`src/rtl/calc_pkg.sv`:
```
// Shared calculator datapath types and defaults.
package calc_pkg;

   typedef enum logic [1:0] {IDLE, RUN, DONE} serial_state_t;

   localparam int unsigned DefaultWidth = 8;

endpackage

```
`src/rtl/full_adder.sv`:
```
// Single-bit full adder cell shared across the calculator datapath.
module full_adder (
   input  logic a_i,
   input  logic b_i,
   input  logic cin_i,
   output logic s_o,
   output logic cout_o
);

   assign s_o    = a_i ^ b_i ^ cin_i;
   assign cout_o = (a_i & b_i) | (cin_i & (a_i ^ b_i));

endmodule

```
`src/rtl/serial_add_wcarry_nbits.sv`:
```
// Bit-serial unsigned adder: one full_adder cell, one bit per clock, LSB first.
// Operands are captured on start; sum and carry out are held from done until the next done.
module serial_add_wcarry_nbits
   import calc_pkg::*;
#(
   parameter int unsigned width = DefaultWidth
) (
   input  logic             clk_i,
   input  logic             rst_i,
   input  logic             start_i,
   input  logic [width-1:0] a_i,
   input  logic [width-1:0] b_i,
   output logic             busy_o,
   output logic             done_o,
   output logic [width-1:0] s_o,
   output logic             cout_o
);

   // One extra count value so width itself is representable.
   localparam int unsigned CntW = $clog2(width + 1);
   typedef logic [CntW-1:0] cnt_t;

   serial_state_t    state_q, state_d;
   logic [width-1:0] a_sh_q, a_sh_d;
   logic [width-1:0] b_sh_q, b_sh_d;
   logic [width-1:0] s_sh_q, s_sh_d;
   logic [width-1:0] s_q, s_d;
   logic             carry_q, carry_d;
   logic             cout_q, cout_d;
   cnt_t             cnt_q, cnt_d;
   logic             fa_s, fa_c;

   full_adder u_full_adder (
      .a_i    (a_sh_q[0]),
      .b_i    (b_sh_q[0]),
      .cin_i  (carry_q),
      .s_o    (fa_s),
      .cout_o (fa_c)
   );

   always_comb begin
      state_d = state_q;
      a_sh_d  = a_sh_q;
      b_sh_d  = b_sh_q;
      s_sh_d  = s_sh_q;
      s_d     = s_q;
      carry_d = carry_q;
      cout_d  = cout_q;
      cnt_d   = cnt_q;
      unique case (state_q)
         IDLE, DONE: begin
            if (start_i) begin
               state_d = RUN;
               a_sh_d  = a_i;
               b_sh_d  = b_i;
               s_sh_d  = '0;
               carry_d = 1'b0;
               cnt_d   = '0;
            end else begin
               state_d = IDLE;
            end
         end
         RUN: begin
            a_sh_d            = a_sh_q >> 1;
            b_sh_d            = b_sh_q >> 1;
            // Sum bits enter at the MSB so bit 0 lands at position 0 after width shifts.
            s_sh_d            = s_sh_q >> 1;
            s_sh_d[width-1]   = fa_s;
            carry_d           = fa_c;
            cnt_d             = cnt_q + cnt_t'(1);
            if (cnt_q == cnt_t'(width - 1)) begin
               state_d = DONE;
               s_d     = s_sh_d;
               cout_d  = fa_c;
            end
         end
         default: state_d = IDLE;
      endcase
   end

   always_ff @(posedge clk_i or posedge rst_i) begin
      if (rst_i) begin
         state_q <= IDLE;
         a_sh_q  <= '0;
         b_sh_q  <= '0;
         s_sh_q  <= '0;
         s_q     <= '0;
         carry_q <= 1'b0;
         cout_q  <= 1'b0;
         cnt_q   <= '0;
      end else begin
         state_q <= state_d;
         a_sh_q  <= a_sh_d;
         b_sh_q  <= b_sh_d;
         s_sh_q  <= s_sh_d;
         s_q     <= s_d;
         carry_q <= carry_d;
         cout_q  <= cout_d;
         cnt_q   <= cnt_d;
      end
   end

   assign busy_o = (state_q == RUN);
   assign done_o = (state_q == DONE);
   assign s_o    = s_q;
   assign cout_o = cout_q;

endmodule
```
`config.mk`:
```
export PLATFORM = sky130hd
export DESIGN_NAME = serial_add_wcarry_nbits
export DESIGN_NICKNAME = d
export VERILOG_FILES = /design/src/rtl/calc_pkg.sv /design/src/rtl/full_adder.sv /design/src/rtl/serial_add_wcarry_nbits.sv
export SDC_FILE = /design/constraint.sdc
export NUM_CORES = 1
export LEC_CHECK = 0
export ABC_AREA = 1
export BUFFER_PORTS_ARGS = -buffer_cell sky130_fd_sc_hd__buf_2
export CAP_MARGIN = 20
export CORE_UTILIZATION = 45
export CTS_CLUSTER_SIZE = 8
export DETAILED_ROUTE_END_ITERATION = 8
export GPL_ROUTABILITY_DRIVEN = 1
export PLACE_DENSITY = 0.79
export SYNTH_ARGS = -nofsm -noshare
export SYNTH_HDL_FRONTEND = slang
export SYNTH_SLANG_ARGS = --single-unit
export TNS_END_PERCENT = 1
```
`constraint.sdc`:
```
create_clock -name clk_i -period 1 [get_ports clk_i]
set_input_delay 0.2 -clock clk_i [delete_from_list [all_inputs] [get_ports clk_i]]
set_output_delay 0.2 -clock clk_i [all_outputs]
set_load 0.01 [all_outputs]
```
# After elaboration in Yosys (flattened, before gate mapping)
# Index checks and enable logic that the tools add are counted.
dict set report word_totals {
  register_bits 40
  in_bits 19
  out_inout_bits 11
  word_cells 37
}
dict set report op_classes {
  n_addsub 1
  eq_ne 5
  mux 13
  n_bitwise 5
  reduce_logical 5
}
# operator count
set op_table {}
lappend op_table {{$pmux W8 S2} 3}
lappend op_table {{$mux W8} 3}
lappend op_table {{$pmux W4 S2} 1}
lappend op_table {{$add A4 B1 Y4 const B} 1}
lappend op_table {{$eq A4 B3 Y1 const B} 1}
lappend op_table {{$mux W4} 1}
lappend op_table {{$pmux W2 S2} 1}
lappend op_table {{$reduce_and A2 Y1} 2}
lappend op_table {{$and A1 B1 Y1} 2}
lappend op_table {{$eq A2 B1 Y1 const B} 1}
lappend op_table {{$eq A2 B2 Y1 const B} 1}
lappend op_table {{$logic_not A2 Y1} 1}
lappend op_table {{$mux W1} 2}
lappend op_table {{$mux W2} 1}
lappend op_table {{$ne A2 B1 Y1 const B} 1}
lappend op_table {{$ne A2 B2 Y1 const B} 1}
lappend op_table {{$pmux W1 S2} 1}
lappend op_table {{$reduce_bool A2 Y1} 1}
lappend op_table {{$reduce_or A2 Y1} 1}
lappend op_table {{$xor A1 B1 Y1} 2}
lappend op_table {{$or A1 B1 Y1} 1}

# Depth between registers and ports, before layout
dict set report depth {
  word_depth 4
  ltp_mapped 7
  mapped_depth_nobuf 6
}

# By module
# From an unflattened synthesis, not the netlist that was laid out.
dict set report hier_totals {
  cells_unflattened 214
  area_unflattened_um2 1715.4
}
# mod instances cells_per_inst area_each_um2 seq_area_each_um2
set by_module_without_submodules {}
lappend by_module_without_submodules {serial_add_wcarry_nbits 1 213 1695.4 975.9}
lappend by_module_without_submodules {full_adder 1 1 20.0 0.0}

# Worst setup path before layout
# No wires, ideal clock.
dict set report synth_timing {
  kind {register to register}
  start {register cnt_q[0]}
  end {register s_q[7], in the netlist s_o[7]}
  setup_time_ns 0.117
  arrival_time_ns 1.007
  required_ns 0.883
  slack_ns -0.124
  stages_incl_launch_ff 7
  n_path_buf 0
  period_less_slack_ns 1.124
  path_cell_list {dfrtp_1 ha_1 nand2_1 nor2_1 nand2_1 nand2_1 nand2_1}
}
dict set report synth_via {
  elab_chain_cells 2
}
# item line
set synth_lines {}
lappend synth_lines {{start: declaration} serial_add_wcarry_nbits.sv:30} ;# cnt_t cnt_q, cnt_d;
lappend synth_lines {{start signal: assignment} serial_add_wcarry_nbits.sv:99} ;# cnt_q <= cnt_d;
lappend synth_lines {{$eq A4 B3 Y1} serial_add_wcarry_nbits.sv:71} ;# if (cnt_q == cnt_t'(width - 1)) begin
lappend synth_lines {{$reduce_and A2 Y1 (no line)} -}
lappend synth_lines {{end signal: assignment} serial_add_wcarry_nbits.sv:87} ;# s_q <= '0;
lappend synth_lines {{end signal: assignment} serial_add_wcarry_nbits.sv:96} ;# s_q <= s_d;
lappend synth_lines {{end: declaration} serial_add_wcarry_nbits.sv:27} ;# logic [width-1:0] s_q, s_d;
# Every way passes these cells.
# A chain may end at the register's enable or synchronous reset.

# Worst setup path in the final report
dict set report layout_timing {
  start {register state_q[0]}
  end {output done_o}
}
dict set report layout_via {
  elab_chain_cells 1
}
# item line
set layout_lines {}
lappend layout_lines {{start: declaration} serial_add_wcarry_nbits.sv:23} ;# serial_state_t state_q, state_d;
lappend layout_lines {{start signal: assignment} serial_add_wcarry_nbits.sv:92} ;# state_q <= state_d;
lappend layout_lines {{$eq A2 B2 Y1} serial_add_wcarry_nbits.sv:104} ;# assign done_o = (state_q == DONE);
lappend layout_lines {{end: declaration} serial_add_wcarry_nbits.sv:14} ;# output logic done_o,
# Every way passes these cells.

==> results by group <==
Route
  • ANT nets after route: 0
  • Routed wire length: between 3000 and 4000 um
  • First-pass DRT Iterations: 4
  • Remaining DRCs: 0
  • Wire per inst: about 11 um
  • DR vias/cell: between 4 and 5
  • 1st-iter DRT viols: 109
  • Routed vias: roughly 1,400

Timing
  • Relative slew margins: 84.5%
  • Slew Viols, Final: 0
  • RSZ-0062 raised after global routing: yes
  • Setup Skew: about 0.007 ns
  • Tightest Pin Transition: around 0.23 ns
  • Period utilisation layout: 128%
  • Fin. Hold Viols: 0
  • Fmax: approximately 780 MHz
  • Min Clock Period, post-route: ~1.3 ns
  • Final Hold Slack: between 0.1 and 0.15 ns
  • Final setup vio count: between 40 and 50
  • Final worst setup slack: -0.279 ns

Layout
  • Area grow syn2layout: 34.8%
  • Antenna Cells: 0
  • # nets final: 286
  • Fillers: 312
  • Final Cell Area: between 2000 and 2500 um^2
  • Fraction of layout cells with a size suffix above 1: around 29%
  • Fin cells: ~310

Logic synthesis
  • Post-Syn Area: ~1700 um^2
  • Synth Area in Compound Gates: slightly above 3%
  • Syn_nets: around 240
  • Synth Area in Adders: 1.90%
  • Netlist cell types: 18
  • Leading area contributor after synthesis: dfrtp_1
  • Post-Synth Simple-Gate Area: 30.8%
  • Top cell type's share of synthesized area: 56.9%
  • Post-synthesis average cell area: about 8 um^2
  • Register area share after synthesis: a little under three fifths
  • Ranking of synthesized cells by area: dfrtp_1, nand2_1, inv_1
  • Post-Synthesis Cells: 214
  • Ys Warns: 0
  • Xor/xnor share of the synthesized area: 0%
  • Flops & latches, synth: 39
  • Post-synthesis mux area share: 0%
  • Largest family of logic cells by synthesized area: simple AND/OR/NAND/NOR gates

Global routing
  • GR Overflow Total: 0
  • GR Util met2: approximately 29%
  • GR Layer Usage met3: under 10%
  • Busiest layer in global routing: met2
  • First-pass GRT wire length: 5870 um
  • Gr usage total: approximately a fifth
  • GRT met1 Usage: a little over a quarter
  • Vias in the first global route: ~1,300
  • Initial antenna violation count: 0
  • Largest net degree at the start of global routing: 40

Critical path
  • Origin of the worst setup path: state_q[0]$_DFFE_PP0P_
  • R2R setup slack: -0.16 ns
  • WS Path Type: reg2out
  • Worst setup SP type: register
  • Setup crit end kind: primary output
  • Worst r2r src: b_sh_q[0]$_DFFE_PP0P_
  • CP max FO: 3
  • Critical path required time: roughly 0.8 ns
  • Crit path DAT: between 1 and 1.5 ns

Power
  • Peak supply drop: between 2 and 2.5 mV
  • Pwr/cell area: 3290 nW/um^2
  • Clock network power share: 20.3%
  • LEAKAGE: 0.00129 uW
  • Sequential power share: a little over a third
  • Psw: roughly 2800 uW
  • Switching share of total power: between 30 and 40%
  • Cell-internal power: between 4000 and 5000 uW
  • Combinational share of power: between 40% and 50%
  • Total power: between 7000 and 8000 uW

Die
  • # IOs: 30
  • Core Rows: 22
  • Die area: approximately 4100 um^2
  • Die Height: roughly 64 um
  • Core area: 3660 um^2
  • Initial Util: between 40% and 50%
  • DIE WIDTH: roughly 64 um

Worst hold path
  • Hold Startpoint: a_i[7]
  • Worst hold path class: in2reg

Clocking
  • H-tree Lvls: 2
  • Sinks on the clock net: 39
  • CTS tree: built
  • Root buffer cell: clkbuf_8
  • Worst skew pair latency: roughly 0.29 ns
  • Clock-pin slew on the worst setup and hold paths: around 0.08 ns
  • Maximum clock path buffer count: 2
  • CTS buffer count: 5

Status
  • Status: finished, violations left
  • Failing checks: negative setup slack

Placed design
  • Port Buf Inserts: 29
  • Final Wtd Congestion: roughly 0.8
  • Dpl hpwl: approximately 2200 um
  • DP Cell Count: 301
  • Placed Area: between 2000 and 2500 um^2

Job
  • Max-cap violations: 0
==> stage by stage <==
| stage | setup slack, ns | utilization [%] | setup TNS (ns) |
|---|---|---|---|
| floorplan | -0.101 | - | -6.27 |
| global placement | -0.153 | 55.9 | -3.01 |
| CTS | -0.273 | 61.3 | -5.51 |
| detailed placement | -0.173 | 55.9 | -3.63 |
| global route | -0.313 | 63.2 | -8.21 |
| finish | -0.279 | 63.2 | -5.08 |
==> synthesized netlist by cell type <==
library cell,instances
nand2_1,118
buf_2,5
nor2_4,1
nand4_1,1
nand2_4,1
a21oi_1,1
or2_2,1
inv_2,2
nand3_1,4
inv_1,25
o22ai_1,6
nand2_2,1
o21ai_0,2
ha_1,1
nor2_2,2
nor2_1,3
fa_1,1
dfrtp_1,39
==> cells by family (layout without fill, tap and decap cells) <==
logic type / Yosys count / after routing
compound gates: 9 / 9
simple gates: 132 / 132
buf+inv: 32 / 84
fa+ha+maj: 2 / 2
flops: 39 / 39
==> power by group through the flow <==
stage          Combinational (uW)  Clock (uW)  Sequential [uW]
6_report                     3380        1550             2700
5_1_grt                      3800        1640             2780
4_1_cts                      3100        1570             2690
3_5_place_dp                 2860           0             2710
3_3_place_gp                 2780           0             2680
2_1_floorplan                1720           0             2740
==> final timing paths <==
path,to,depth (start not counted)
worst min register to register,s_o[5]$_DFFE_PP0P_,2
worst max register to register,s_sh_q[7]$_DFFE_PP0P_,3
worst min-delay path,a_sh_q[7]$_DFFE_PP0P_,3
min in group asynchronous,a_sh_q[2]$_DFFE_PP0P_,4
max in group asynchronous,b_sh_q[1]$_DFFE_PP0P_,4
worst max-delay path,done_o,3
==> per-layer routing <==
metal	share of wire (%)	up-vias
met2	47	37
met5	0	-
met1	48	635
met4	0.37	0
li1	-	740
met3	4.0	2
==> sequential cells by signal, indices dropped and copies added, names as in the netlist <==
register and flops:
a_sh_q 8, b_sh_q 8, s_o 8, s_sh_q 7, cnt_q 4, state_q 2
carry_q 1, cout_o 1
==> cells in the final DEF (no fill, tap or decap) <==
cell	count
a21oi_2	1
buf_12	3
buf_2	28
buf_4	12
buf_6	5
bufinv_16	2
clkbuf_8	5
clkinvlp_4	1
dfrtp_1	39
dlygate4sd3_1	1
fa_1	1
ha_2	1
inv_1	24
inv_2	3
nand2_1	116
nand2_2	1
nand2_4	3
nand3_1	4
nand4_1	1
nor2_2	2
nor2_4	4
o21ai_1	2
o22ai_1	2
o22ai_2	4
or2_2	1
==> critical path, stage by stage, from the launching register on <==
cell and delay (ns):
dfrtp_1 0.40, buf_4 0.17, nor2_2 0.10, buf_2 0.13
==> layout make-up <==
type                       count  area [um^2]  share of cell area (%)
sequential                    39          976                    42.2
multi-input combinational    143          682                    29.5
timing repair buffer          49          357                    15.4
inverter                      27          101                    4.38
clock buffer                   5         68.8                    2.98
clock inverter                 3         67.6                    2.92
tap                           48         60.1                    2.60
==> repair_timing <==
item | CTS | global route
hold endpoints to repair | 39 | 0
pin swaps | 3 | 2
setup buffers | 4 | 0
setup endpoints to repair | 50 | 50
cloned | 0 | 0
hold buffers | 1 | 0
gates resized for setup | 6 | 16
No activity file was read; power rests on OpenSTA's default activity.
